$ cat src/rtl/sequential_divider_signed_pkg.sv
// Shared types and defaults for the iterative signed divider.
package div_pkg;

   typedef enum logic [2:0] {IDLE, PREP, DIV, FIX, DONE} div_state_e;

   localparam int DIV_DEFAULT_DW = 32;
   localparam int DIV_DEFAULT_VW = 16;

   // Cycles from the accept edge to the first out_valid for a nonzero divisor.
   function automatic int div_latency(input int dw);
      return dw + 2;
   endfunction

endpackage

$ cat src/rtl/sequential_divider_signed_twos_mag.sv
// Conditional two's-complement negate, used both to strip and to reapply signs.
module twos_mag #(
   parameter int W = 16
) (
   input  logic         neg,
   input  logic [W-1:0] x,
   output logic [W-1:0] y
);

   assign y = neg ? (~x + {{(W-1){1'b0}}, 1'b1}) : x;

endmodule

$ cat src/rtl/sequential_divider_signed.sv
// Iterative signed divider: sign/magnitude around a radix-2 restoring divide.
// Define DIV_REM_EN to compute the signed remainder; otherwise remainder reads 0.
module sequential_divider_signed
   import div_pkg::*;
#(
   parameter int DW = DIV_DEFAULT_DW,
   parameter int VW = DIV_DEFAULT_VW
) (
   input  logic          clk,
   input  logic          rst,
   input  logic          in_valid,
   output logic          in_ready,
   input  logic [DW-1:0] dividend,
   input  logic [VW-1:0] divisor,
   output logic          out_valid,
   input  logic          out_ready,
   output logic [DW-1:0] quotient,
   output logic [VW-1:0] remainder,
   output logic          div_by_zero,
   output logic          overflow
);

   localparam int CW = $clog2(DW);

   div_state_e    state_r;
   logic          in_ready_r;
   logic          out_valid_r;
   logic [DW-1:0] quotient_r;
   logic          div_by_zero_r;
   logic          overflow_r;

   logic [DW-1:0] dividend_r;
   logic [VW-1:0] divisor_r;
   logic          sign_q_r;
   logic [DW-1:0] acc_r;
   logic [VW-1:0] dvs_r;
   logic [VW-1:0] prem_r;
   logic [CW-1:0] cnt_r;

   logic [DW-1:0] dvd_mag_s;
   logic [VW-1:0] dvs_mag_s;
   logic [DW-1:0] q_fix_s;
   logic [VW:0]   trial_s;
   logic          take_s;
   logic [VW-1:0] diff_s;

   // acc_r holds the dividend magnitude draining out of its MSB while quotient bits fill its LSB.
   assign trial_s = {prem_r, acc_r[DW-1]};
   assign take_s  = (trial_s >= {1'b0, dvs_r});
   assign diff_s  = trial_s[VW-1:0] - dvs_r;

   twos_mag #(.W(DW)) u_mag_dvd (.neg(dividend_r[DW-1]), .x(dividend_r), .y(dvd_mag_s));
   twos_mag #(.W(VW)) u_mag_dvs (.neg(divisor_r[VW-1]),  .x(divisor_r),  .y(dvs_mag_s));
   twos_mag #(.W(DW)) u_fix_q   (.neg(sign_q_r),         .x(acc_r),      .y(q_fix_s));

`ifdef DIV_REM_EN
   logic          sign_r_r;
   logic [VW-1:0] remainder_r;
   logic [VW-1:0] r_fix_s;

   twos_mag #(.W(VW)) u_fix_r (.neg(sign_r_r), .x(prem_r), .y(r_fix_s));

   // Remainder result register with its own sign capture.
   always_ff @(posedge clk) begin
      if (rst) begin
         remainder_r <= {VW{1'b0}};
         sign_r_r    <= 1'b0;
      end else begin
         case (state_r)
            IDLE:    if (in_valid && in_ready_r) sign_r_r <= dividend[DW-1];
            PREP:    if (divisor_r == {VW{1'b0}}) remainder_r <= {VW{1'b0}};
            FIX:     remainder_r <= r_fix_s;
            default: remainder_r <= remainder_r;
         endcase
      end
   end

   assign remainder = remainder_r;
`else
   assign remainder = {VW{1'b0}};
`endif

   // Control FSM, iteration counter and shift/subtract datapath.
   always_ff @(posedge clk) begin
      if (rst) begin
         state_r       <= IDLE;
         in_ready_r    <= 1'b1;
         out_valid_r   <= 1'b0;
         quotient_r    <= {DW{1'b0}};
         div_by_zero_r <= 1'b0;
         overflow_r    <= 1'b0;
      end else begin
         case (state_r)
            IDLE: begin
               if (in_valid && in_ready_r) begin
                  dividend_r    <= dividend;
                  divisor_r     <= divisor;
                  sign_q_r      <= dividend[DW-1] ^ divisor[VW-1];
                  in_ready_r    <= 1'b0;
                  div_by_zero_r <= 1'b0;
                  overflow_r    <= 1'b0;
                  state_r       <= PREP;
               end
            end
            PREP: begin
               acc_r  <= dvd_mag_s;
               dvs_r  <= dvs_mag_s;
               prem_r <= {VW{1'b0}};
               cnt_r  <= CW'(DW - 1);
               if (divisor_r == {VW{1'b0}}) begin
                  div_by_zero_r <= 1'b1;
                  quotient_r    <= {DW{1'b1}};
                  state_r       <= DONE;
               end else begin
                  state_r <= DIV;
               end
            end
            DIV: begin
               prem_r <= take_s ? diff_s : trial_s[VW-1:0];
               acc_r  <= {acc_r[DW-2:0], take_s};
               if (cnt_r == {CW{1'b0}}) begin
                  state_r <= FIX;
               end else begin
                  cnt_r <= cnt_r - {{(CW-1){1'b0}}, 1'b1};
               end
            end
            FIX: begin
               quotient_r  <= q_fix_s;
               overflow_r  <= (dividend_r == {1'b1, {(DW-1){1'b0}}}) &&
                              (divisor_r == {VW{1'b1}});
               out_valid_r <= 1'b1;
               state_r     <= DONE;
            end
            DONE: begin
               // Divide-by-zero arrives here straight from PREP; valid rises one edge later.
               if (!out_valid_r) begin
                  out_valid_r <= 1'b1;
               end else if (out_ready) begin
                  out_valid_r <= 1'b0;
                  in_ready_r  <= 1'b1;
                  state_r     <= IDLE;
               end
            end
            default: begin
               state_r     <= IDLE;
               in_ready_r  <= 1'b1;
               out_valid_r <= 1'b0;
            end
         endcase
      end
   end

   assign in_ready    = in_ready_r;
   assign out_valid   = out_valid_r;
   assign quotient    = quotient_r;
   assign div_by_zero = div_by_zero_r;
   assign overflow    = overflow_r;

endmodule

$ cat config.mk
export PLATFORM = sky130hd
export DESIGN_NAME = sequential_divider_signed
export DESIGN_NICKNAME = d
export VERILOG_FILES = /design/src/rtl/sequential_divider_signed_pkg.sv /design/src/rtl/sequential_divider_signed_twos_mag.sv /design/src/rtl/sequential_divider_signed.sv
export SDC_FILE = /design/constraint.sdc
export NUM_CORES = 1
export LEC_CHECK = 0
export CAP_MARGIN = 20
export CORE_MARGIN = 2
export CORE_UTILIZATION = 58
export CTS_BUF_LIST = sky130_fd_sc_hd__clkbuf_8
export CTS_CLUSTER_SIZE = 14
export DETAILED_ROUTE_END_ITERATION = 8
export GPL_TIMING_DRIVEN = 0
export HOLD_SLACK_MARGIN = 0.15
export PLACE_DENSITY = 0.91
export SETUP_SLACK_MARGIN = 0.3
export SLEW_MARGIN = 20
export SYNTH_ARGS = -nofsm -noshare
export SYNTH_HDL_FRONTEND = slang
export SYNTH_HIERARCHICAL = 1
export SYNTH_SLANG_ARGS = --single-unit
$ cat constraint.sdc
create_clock -name clk -period 5.55 [get_ports clk]
set_input_delay 1.3875 -clock clk [delete_from_list [all_inputs] [get_ports clk]]
set_output_delay 1.3875 -clock clk [all_outputs]
set_load 0.02 [all_outputs]
==> flow_summary.ini, run 1 <==
[status]
outcome = completed

[synth]
seq_area_frac_synth_pct = 49.01
syn-cell-area_um2 = 8823
ys_async_sr_fraction_pct = 0
synthDistinctLibCells = 61
ys_ff_latch = 157
avgSynthCellArea_um2 = 10.11
syn-instance-count = 873
synth-edff-count = 118
yosys_warnings = 6
ys_dominant_reg_cell = edfxtp_1

[finish]
areaGrowthSynthToFinish_pct = 17.78
final_cells = 1195
design_area_um2 = 10390
diodes = 0
drive_gt1_share_pct = 9.434
nNetsFinal = 1069
fillers = 1068

[global_route]
grt_pass1_wl_um = 32910
antenna_found_initial = 0
grt_overflow = 0
grt_usage_pct = 25.43
grt_pass1_vias = 6660
grt_max_degree = 26

[pwr]
leakage_uw = 0.003679
switching_power_uw = 1581
p_int_uw = 2604
clkPwrFrac_pct = 18.2
swShare_pct = 37.77
seqPwrFrac_pct = 44.1
combinationalPowerShare_pct = 37.7
max-vdd-ir-drop_mv = 0.2325
power_density_nw_per_um2 = 402.7
p_total_uw = 4185

[timing]
setup_viol = 0
hold_violations = 0
fmaxAchievable_mhz = 317.3
fin_setup_tns_ns = 0
tightestPinTransition_ns = 0.8015
rsz0062_at_grt = false
slew-limit-headroom_pct = 46.44
fin_crit_sh_pct = 56.78
setup_ws_ns = 2.399
finalMaxSlewViolations = 0
min_period_ns = 3.151
finClkSkew_ns = 0.01832

[floorplan]
die_area_um2 = 16220
start_util_pct = 58.69
die_h_um = 127.3
core-area_um2 = 15030
dieWidth_um = 127.3
ios = 104
rows = 45

[placed_design]
dp_hpwl_um = 14700
place_inst = 1165
io_buffers = 86
dp_slack_ns = 1.913
gp_congestion = 0.9440
placedInstanceArea_um2 = 10050

[setup_path]
worst-path-max-fanout = 25
start_kind = input port
crit_type = input port to flip-flop
endpoint_kind = flip-flop
slowest_delay_ns = 0.65
path_cells = clkdlybuf4s50_1, nand2_1, or4_1, nor2_4, buf_16
critPathArrivalTime_ns = 3.33
cp.required_ns = 5.73
cp_slowest_cell = nor2_4

[drt]
drt_pre_antenna_iters = 5
antenna_left = 0
vias = 6995
vias_per_cell = 5.854
drtIter0Drc = 688
post-route-drc-count = 0
totalWireLength_um = 19870
wire_per_inst_um = 16.63

[clock_network]
tritoncts = yes
numCtsBuffers = 17
clk_pin_slew_worst_paths_ns = 0.08
post_cts_hold_buffer_count = 0
clk_latency_ns = 0.49
clock-sinks = 157
postCtsSetupBuffers = 0
cts_root_buf = clkbuf_8
clockBufferDepth = 2
cts_resized = 0
cts-htree-levels = 4

[job]
drv_cap = 0

[hold_path]
hold_class = flip-flop to flip-flop
[cells in the mapped netlist (6+ instances only)]
cell type	number	area, µm²
a21o_1	6	45.04
a21oi_1	10	50.05
a31oi_1	17	106.4
buf_1	6	22.52
buf_4	22	165.2
clkbuf_1	25	93.84
dfxtp_1	39	780.8
edfxtp_1	118	3543
ha_1	20	250.2
inv_1	30	112.6
mux2i_1	9	90.09
nand2_1	173	649.4
nand2b_1	10	62.56
nand3_1	17	85.08
nand4_1	11	68.82
nor2_1	48	180.2
nor2b_1	6	37.54
nor3_1	45	225.2
nor4_1	15	93.84
nor4_4	9	191.4
o21ai_0	29	145.1
o31ai_1	22	165.2
o41ai_1	11	96.34
o41ai_2	9	146.4
or3_1	6	37.54
xnor2_1	81	709.4
xor2_1	9	78.83
[path summary, 6_finish.rpt]
| check | startpoint | to | slack [ns] | cells after the start |
|---|---|---|---|---|
| setup / recovery | in_valid | divisor_r[3]$_DFFE_PP_ | 2.40 | 5 |
| hold / removal | quotient[1]$_SDFFE_PP0P_ | quotient[1]$_SDFFE_PP0P_ | 0.48 | 2 |
| hold reg to reg | quotient[1]$_SDFFE_PP0P_ | quotient[1]$_SDFFE_PP0P_ | 0.48 | 2 |
| setup reg to reg | state_r[1]$_SDFFE_PP0P_ | acc_r[23]$_DFFE_PP_ | 2.92 | 6 |
[power by group through the flow]
stage | clock network [µW] | registers [µW] | logic [µW]
final | 762 | 1850 | 1580
after global routing | 812 | 1870 | 1740
after floorplan | 0 | 1850 | 1120
after detailed placement | 0 | 1870 | 1550
after global placement | 0 | 1870 | 1460
after CTS | 766 | 1840 | 1560
[critical path, delay by kind of cell]
kind	cells	cell delay (ns)
buffers and inverters	2	0.70
AND/OR/NAND/NOR	3	1.22
[per-stage QoR]
stage	util, %	hold slack [ns]
6_report	69.13	0.4828
5_1_grt	69.13	0.4962
4_1_cts	69.13	0.4864
3_5_place_dp	66.88	0.4757
3_3_place_gp	66.36	0.4640
2_1_floorplan	-	0.5109
[final cells by class]
class                   count  area, µm²  share of cell area [%]
flip-flops and latches    157       4324                   41.61
multi-input cells         644       4156                   40.00
repair buffers             89      918.4                   8.837
plain buffers              57      307.8                   2.962
well taps                 188      235.2                   2.263
clock buffers              17      234.0                   2.251
inverters                  30      112.6                   1.084
clock inverters            13      103.9                  0.9993
[sequential cells by signal, indices dropped and copies added (netlist names)]
register	flops
in_ready	1
dvs_r	16
overflow	1
quotient	32
dividend_r	32
divisor_r	16
state_r	3
out_valid	1
sign_q_r	1
cnt_r	5
prem_r	16
div_by_zero	1
acc_r	32
[cells by family after synthesis]
| logic type | Yosys count | synth area share (%) |
|---|---|---|
| AOI/OAI and AO/OA | 138 | 11.88 |
| muxes | 9 | 1.021 |
| DFF | 157 | 49.01 |
| and+or+nand+nor | 370 | 21.28 |
| adders and majority gates | 21 | 3.063 |
| buffers and inverters | 87 | 4.765 |
| xor gates and xnor gates | 90 | 8.934 |
| other | 1 | 0.04250 |
[per-layer routing]
| metal | vias to the layer above | part of all wire (%) | GRT usage (%) |
|---|---|---|---|
| met4 | 0 | 2.3 | 9.114 |
| met1 | 3242 | 43 | 34.54 |
| li1 | 3353 | - | - |
| met3 | 45 | 7.9 | 4.648 |
| met5 | - | 0 | 0 |
| met2 | 355 | 47 | 41.27 |
[cells in the final DEF, fill, tap and decap left out, types with 6 or more instances in the layout]
cell type,count
mux2i_1,9
clkbuf_8,17
buf_4,22
nor2_1,46
a21oi_1,9
clkdlybuf4s50_1,86
or3_1,6
o41ai_2,9
nor4_1,15
nand2_1,173
nor2b_1,6
o41ai_1,11
nor3_1,45
ha_1,20
o21ai_0,29
edfxtp_1,118
nand3_1,17
xnor2_1,81
conb_1,16
inv_1,32
buf_1,6
clkbuf_1,25
nand2b_1,10
dfxtp_1,39
nand4_1,11
xor2_1,9
nor4_4,9
a31oi_1,17
o31ai_1,22
a21o_1,6
No activity file was read; power rests on OpenSTA's default activity.
==> run 2: changes to the inputs <==
- clock period: 5.55 -> 3.3 ns (I/O delays scaled with it)
==> flow_summary.ini, run 2 (synthesis results as in run 1) <==
[status]
outcome = completed

[clock_network]
clock-sinks = 157
cts_root_buf = clkbuf_8
numCtsBuffers = 17
tritoncts = yes
clk_pin_slew_worst_paths_ns = 0.09
cts-htree-levels = 4
cts_resized = 0
postCtsSetupBuffers = 0
clk_latency_ns = 0.47
clockBufferDepth = 2
post_cts_hold_buffer_count = 0

[placed_design]
io_buffers = 86
gp_congestion = 0.9213
dp_hpwl_um = 14820
place_inst = 1165

[setup_path]
startpoint = acc_r[31]$_DFFE_PP_
start_kind = flip-flop
crit_family = compound AO/OA/AOI/OAI gates
cp.depth = 10
path_cells = inv_1, ha_1, fa_1, nor2b_1, o31a_1, nor3_1, o311a_1, mux2i_1, o21bai_1, a21oi_1
worst-path-max-fanout = 4
critPathArrivalTime_ns = 2.77
endpoint_kind = flip-flop
crit_type = flip-flop to flip-flop
worst_r2r_path_depth = 10
cp.required_ns = 3.50
path_buf_inv = 1
slowest_delay_ns = 0.41
r2r-start = acc_r[31]$_DFFE_PP_
cp_slowest_cell = fa_1
r2r_slack_ns = 0.73

[drt]
drt_pre_antenna_iters = 5
vias = 6901
drtIter0Drc = 606
totalWireLength_um = 19570
wire_per_inst_um = 16.35
vias_per_cell = 5.765
antenna_left = 0
post-route-drc-count = 0

[pwr]
swShare_pct = 37.90
combinationalPowerShare_pct = 37.2
leakage_uw = 0.003698
p_int_uw = 4425
max-vdd-ir-drop_mv = 0.3570
switching_power_uw = 2700
power_density_nw_per_um2 = 682.2
clkPwrFrac_pct = 19.3
seqPwrFrac_pct = 43.5
p_total_uw = 7125

[timing]
hold-worst-slack_ns = 0.4798
setup_viol = 0
fin_crit_sh_pct = 77.79
hold_violations = 0
fmaxAchievable_mhz = 389.6
finalMaxSlewViolations = 0
fin_setup_tns_ns = 0
finClkSkew_ns = 0.009118
min_period_ns = 2.567
rsz0062_at_grt = false
slew-limit-headroom_pct = 46.76
tightestPinTransition_ns = 0.7977

[finish]
nNetsFinal = 1069
areaGrowthSynthToFinish_pct = 18.36
drive_gt1_share_pct = 9.812
postLayoutCoreUtil_pct = 69.47
layout_common_cells = 173 x nand2_1, 118 x edfxtp_1, 86 x clkdlybuf4s50_1
final_cells = 1197
final_common_cell = nand2_1
diodes = 0

[floorplan]
rows = 45
start_util_pct = 58.69
ios = 104
die_area_um2 = 16220
dieWidth_um = 127.3
die_h_um = 127.3
core-area_um2 = 15030

[hold_path]
hold_class = flip-flop to flip-flop
whs_path_depth = 2
hp-start = quotient[14]$_SDFFE_PP0P_

[global_route]
grt_usage_pct = 25.03
grt_pass1_wl_um = 32240
grt_max_degree = 32
grt_overflow = 0
antenna_found_initial = 0
grt_pass1_vias = 6484

[job]
drv_cap = 0
run 2: worst paths after layout:
path | endpoint
setup / recovery | prem_r[14]$_SDFFCE_PN0P_
hold / removal | quotient[14]$_SDFFE_PP0P_
setup reg to reg | prem_r[14]$_SDFFCE_PN0P_
hold reg to reg | quotient[14]$_SDFFE_PP0P_
run 2: per-stage QoR:
stage	cell area, µm²	setup slack, ns
floorplan	8899	0.7215
global placement	9995	0.02729
detailed placement	10070	0.3162
CTS	10440	0.7548
global route	10440	0.5780
finish	10440	0.7331
run 2: tightest hold or removal path, stage by stage, from the launching register on:
cell,delay [ns]
dfxtp_1,0.32
nand2_1,0.05
a31oi_1,0.07
run 2: routing by layer:
| layer | vias to the layer above | GRT usage (%) | wire, µm |
|---|---|---|---|
| met4 | 0 | 8.533 | 408 |
| met1 | 3195 | 34.19 | 8445 |
| li1 | 3360 | - | - |
| met5 | - | 0 | 0 |
| met3 | 38 | 5.988 | 1531 |
| met2 | 308 | 39.54 | 9186 |
run 2: area by class of cell:
class	count	area [µm²]
Fill cell	1083	4589
Sequential cell	157	4324
Multi-Input combinational cell	644	4156
Buffer	57	307.8
Clock inverter	15	137.6
Tap cell	188	235.2
Timing Repair Buffer	89	935.9
Clock buffer	17	234.0
Inverter	30	112.6
run 2: power by group through the flow:
stage	logic (µW)	registers, µW	clock network (µW)
final	2650	3100	1370
after global routing	2930	3150	1480
after CTS	2640	3090	1390
after detailed placement	2620	3140	0
after global placement	2470	3120	0
after floorplan	1890	3090	0
==> run 3: changes to the inputs <==
- clock period: 3.3 -> 2.68 ns (I/O delays scaled with it)
==> flow_summary.ini, run 3 (synthesis results as in run 1) <==
[setup_path]
cp.depth = 10
path_cells = ha_1, buf_4, o21ai_1, a21oi_2, o32ai_4, buf_6, a21oi_2, a31oi_1, xnor2_1, o211a_1
critPathMostFrequentCell = a21oi_2
start_kind = flip-flop
slowest_delay_ns = 0.40
cp.required_ns = 2.91
worst_r2r_path_depth = 10
critPathArrivalTime_ns = 2.76
path_buf_inv = 2
cp_slowest_cell = edfxtp_1
crit_type = flip-flop to flip-flop
crit_family = compound AO/OA/AOI/OAI gates
endpoint_kind = flip-flop
worst-path-max-fanout = 7

[hold_path]
whs_path_depth = 2
hold_class = flip-flop to flip-flop

[clock_network]
clock-sinks = 157
tritoncts = yes
cts-htree-levels = 4
cts_root_buf = clkbuf_8
post_cts_hold_buffer_count = 0
clockBufferDepth = 2
clk_pin_slew_worst_paths_ns = 0.09
clk_latency_ns = 0.47
numCtsBuffers = 17

[timing]
min_period_ns = 2.524
fmaxAchievable_mhz = 396.2
tightestPinTransition_ns = 0.8190
rsz0062_at_grt = true
setup_viol = 0
hold_violations = 0
setup_ws_ns = 0.1561
finClkSkew_ns = 0.01423
fin_crit_sh_pct = 94.18
finalMaxSlewViolations = 0
slew-limit-headroom_pct = 45.34

[finish]
final_common_cell = nand2_1
diodes = 0
drive_gt1_share_pct = 14.22
layout_common_cells = 173 x nand2_1, 118 x edfxtp_1, 86 x clkdlybuf4s50_1
areaGrowthSynthToFinish_pct = 22.32
design_area_um2 = 10790
fillers = 995
nNetsFinal = 1094

[global_route]
antenna_found_initial = 0
grt_usage_pct = 25.44
grt_overflow = 0
grt_pass1_wl_um = 32900
grt_max_degree = 32
grt_pass1_vias = 6754

[drt]
drt_pre_antenna_iters = 6
totalWireLength_um = 21780
antenna_left = 0
drtIter0Drc = 708
vias = 7371
vias_per_cell = 6.032
wire_per_inst_um = 17.82
post-route-drc-count = 0

[job]
drv_cap = 0

[floorplan]
start_util_pct = 58.69
rows = 45
dieWidth_um = 127.3
die_h_um = 127.3
core-area_um2 = 15030
die_area_um2 = 16220
ios = 104

[placed_design]
gp_congestion = 0.9422
placedInstanceArea_um2 = 10070
io_buffers = 86
dp_slack_ns = -0.1511
dp_hpwl_um = 15030

[pwr]
power_density_nw_per_um2 = 863.6
max-vdd-ir-drop_mv = 0.4398
leakage_uw = 0.003865

[status]
outcome = completed
## run 3: cell count changes in the layout (fill, tap and decap cells not counted), sizes merged
cell / previous run / this run
buf: 35 / 59
clkbuf: 42 / 43
clkinv: 2 / 4
clkinvlp: 5 / 2
inv: 37 / 38
## run 3: final cells by class
class	count	area (µm²)	area share, %
buffer	57	320.3	2.968
clock buffer	17	234.0	2.168
clock inverter	15	147.6	1.368
inverter	30	112.6	1.043
multi-input combinational	644	4288	39.73
sequential	157	4324	40.06
tap	188	235.2	2.179
timing repair buffer	114	1131	10.48
## run 3: stage by stage
| stage | util, % | power (µW) | hold slack (ns) | TNS, ns | std cells |
|---|---|---|---|---|---|
| CTS | 70.13 | 8941 | 0.4812 | 0 | 1205 |
| floorplan | - | 6133 | 0.5109 | 0 | 888 |
| finish | 71.79 | 9320 | 0.4786 | 0 | 1222 |
| global route | 71.79 | 9763 | 0.5022 | 0 | 1222 |
| global placement | 66.50 | 6880 | 0.4657 | -23.18 | 1162 |
| detailed placement | 67.02 | 7111 | 0.4686 | -4.645 | 1165 |
## run 3: power by group
group | internal, µW | switching [µW]
combinational | 1630 | 2100
clock | 761 | 979
sequential | 3300 | 546
total | 5690 | 3630
## run 3: path summary, 6_finish.rpt
| path | start | to | slack, ns |
|---|---|---|---|
| hold reg to reg | in_ready$_SDFFE_PP1P_ | in_ready$_SDFFE_PP1P_ | 0.48 |
| hold / removal | in_ready$_SDFFE_PP1P_ | in_ready$_SDFFE_PP1P_ | 0.48 |
| setup / recovery | prem_r[4]$_SDFFCE_PN0P_ | prem_r[13]$_SDFFCE_PN0P_ | 0.16 |
| setup reg to reg | prem_r[4]$_SDFFCE_PN0P_ | prem_r[13]$_SDFFCE_PN0P_ | 0.16 |
## run 3: worst reg2reg max path, delay by kind of cell (launching register included)
kind	cells	cell delay, ns
flops	1	0.40
compound gates	6	1.14
xor+xnor	1	0.13
buf+inv	2	0.33
fa+ha+maj	1	0.29
## run 3: per-layer routing
| metal | global-route usage [%] | vias to the layer above | share of wire (%) |
|---|---|---|---|
| met5 | 0 | - | 0 |
| li1 | - | 3410 | - |
| met2 | 41.24 | 485 | 47 |
| met3 | 5.067 | 82 | 9.9 |
| met1 | 33.89 | 3394 | 39 |
| met4 | 10.08 | 0 | 3.2 |
## run 3: repair_timing
| item | in CTS | in global routing |
|---|---|---|
| endpoints found under the hold margin | 0 | 0 |
| resized for setup | 6 | 27 |
| gates cloned | 1 | 0 |
| endpoints found under the setup margin | 15 | 72 |
| buffers inserted | 7 | 17 |
| pin swaps | 9 | 20 |
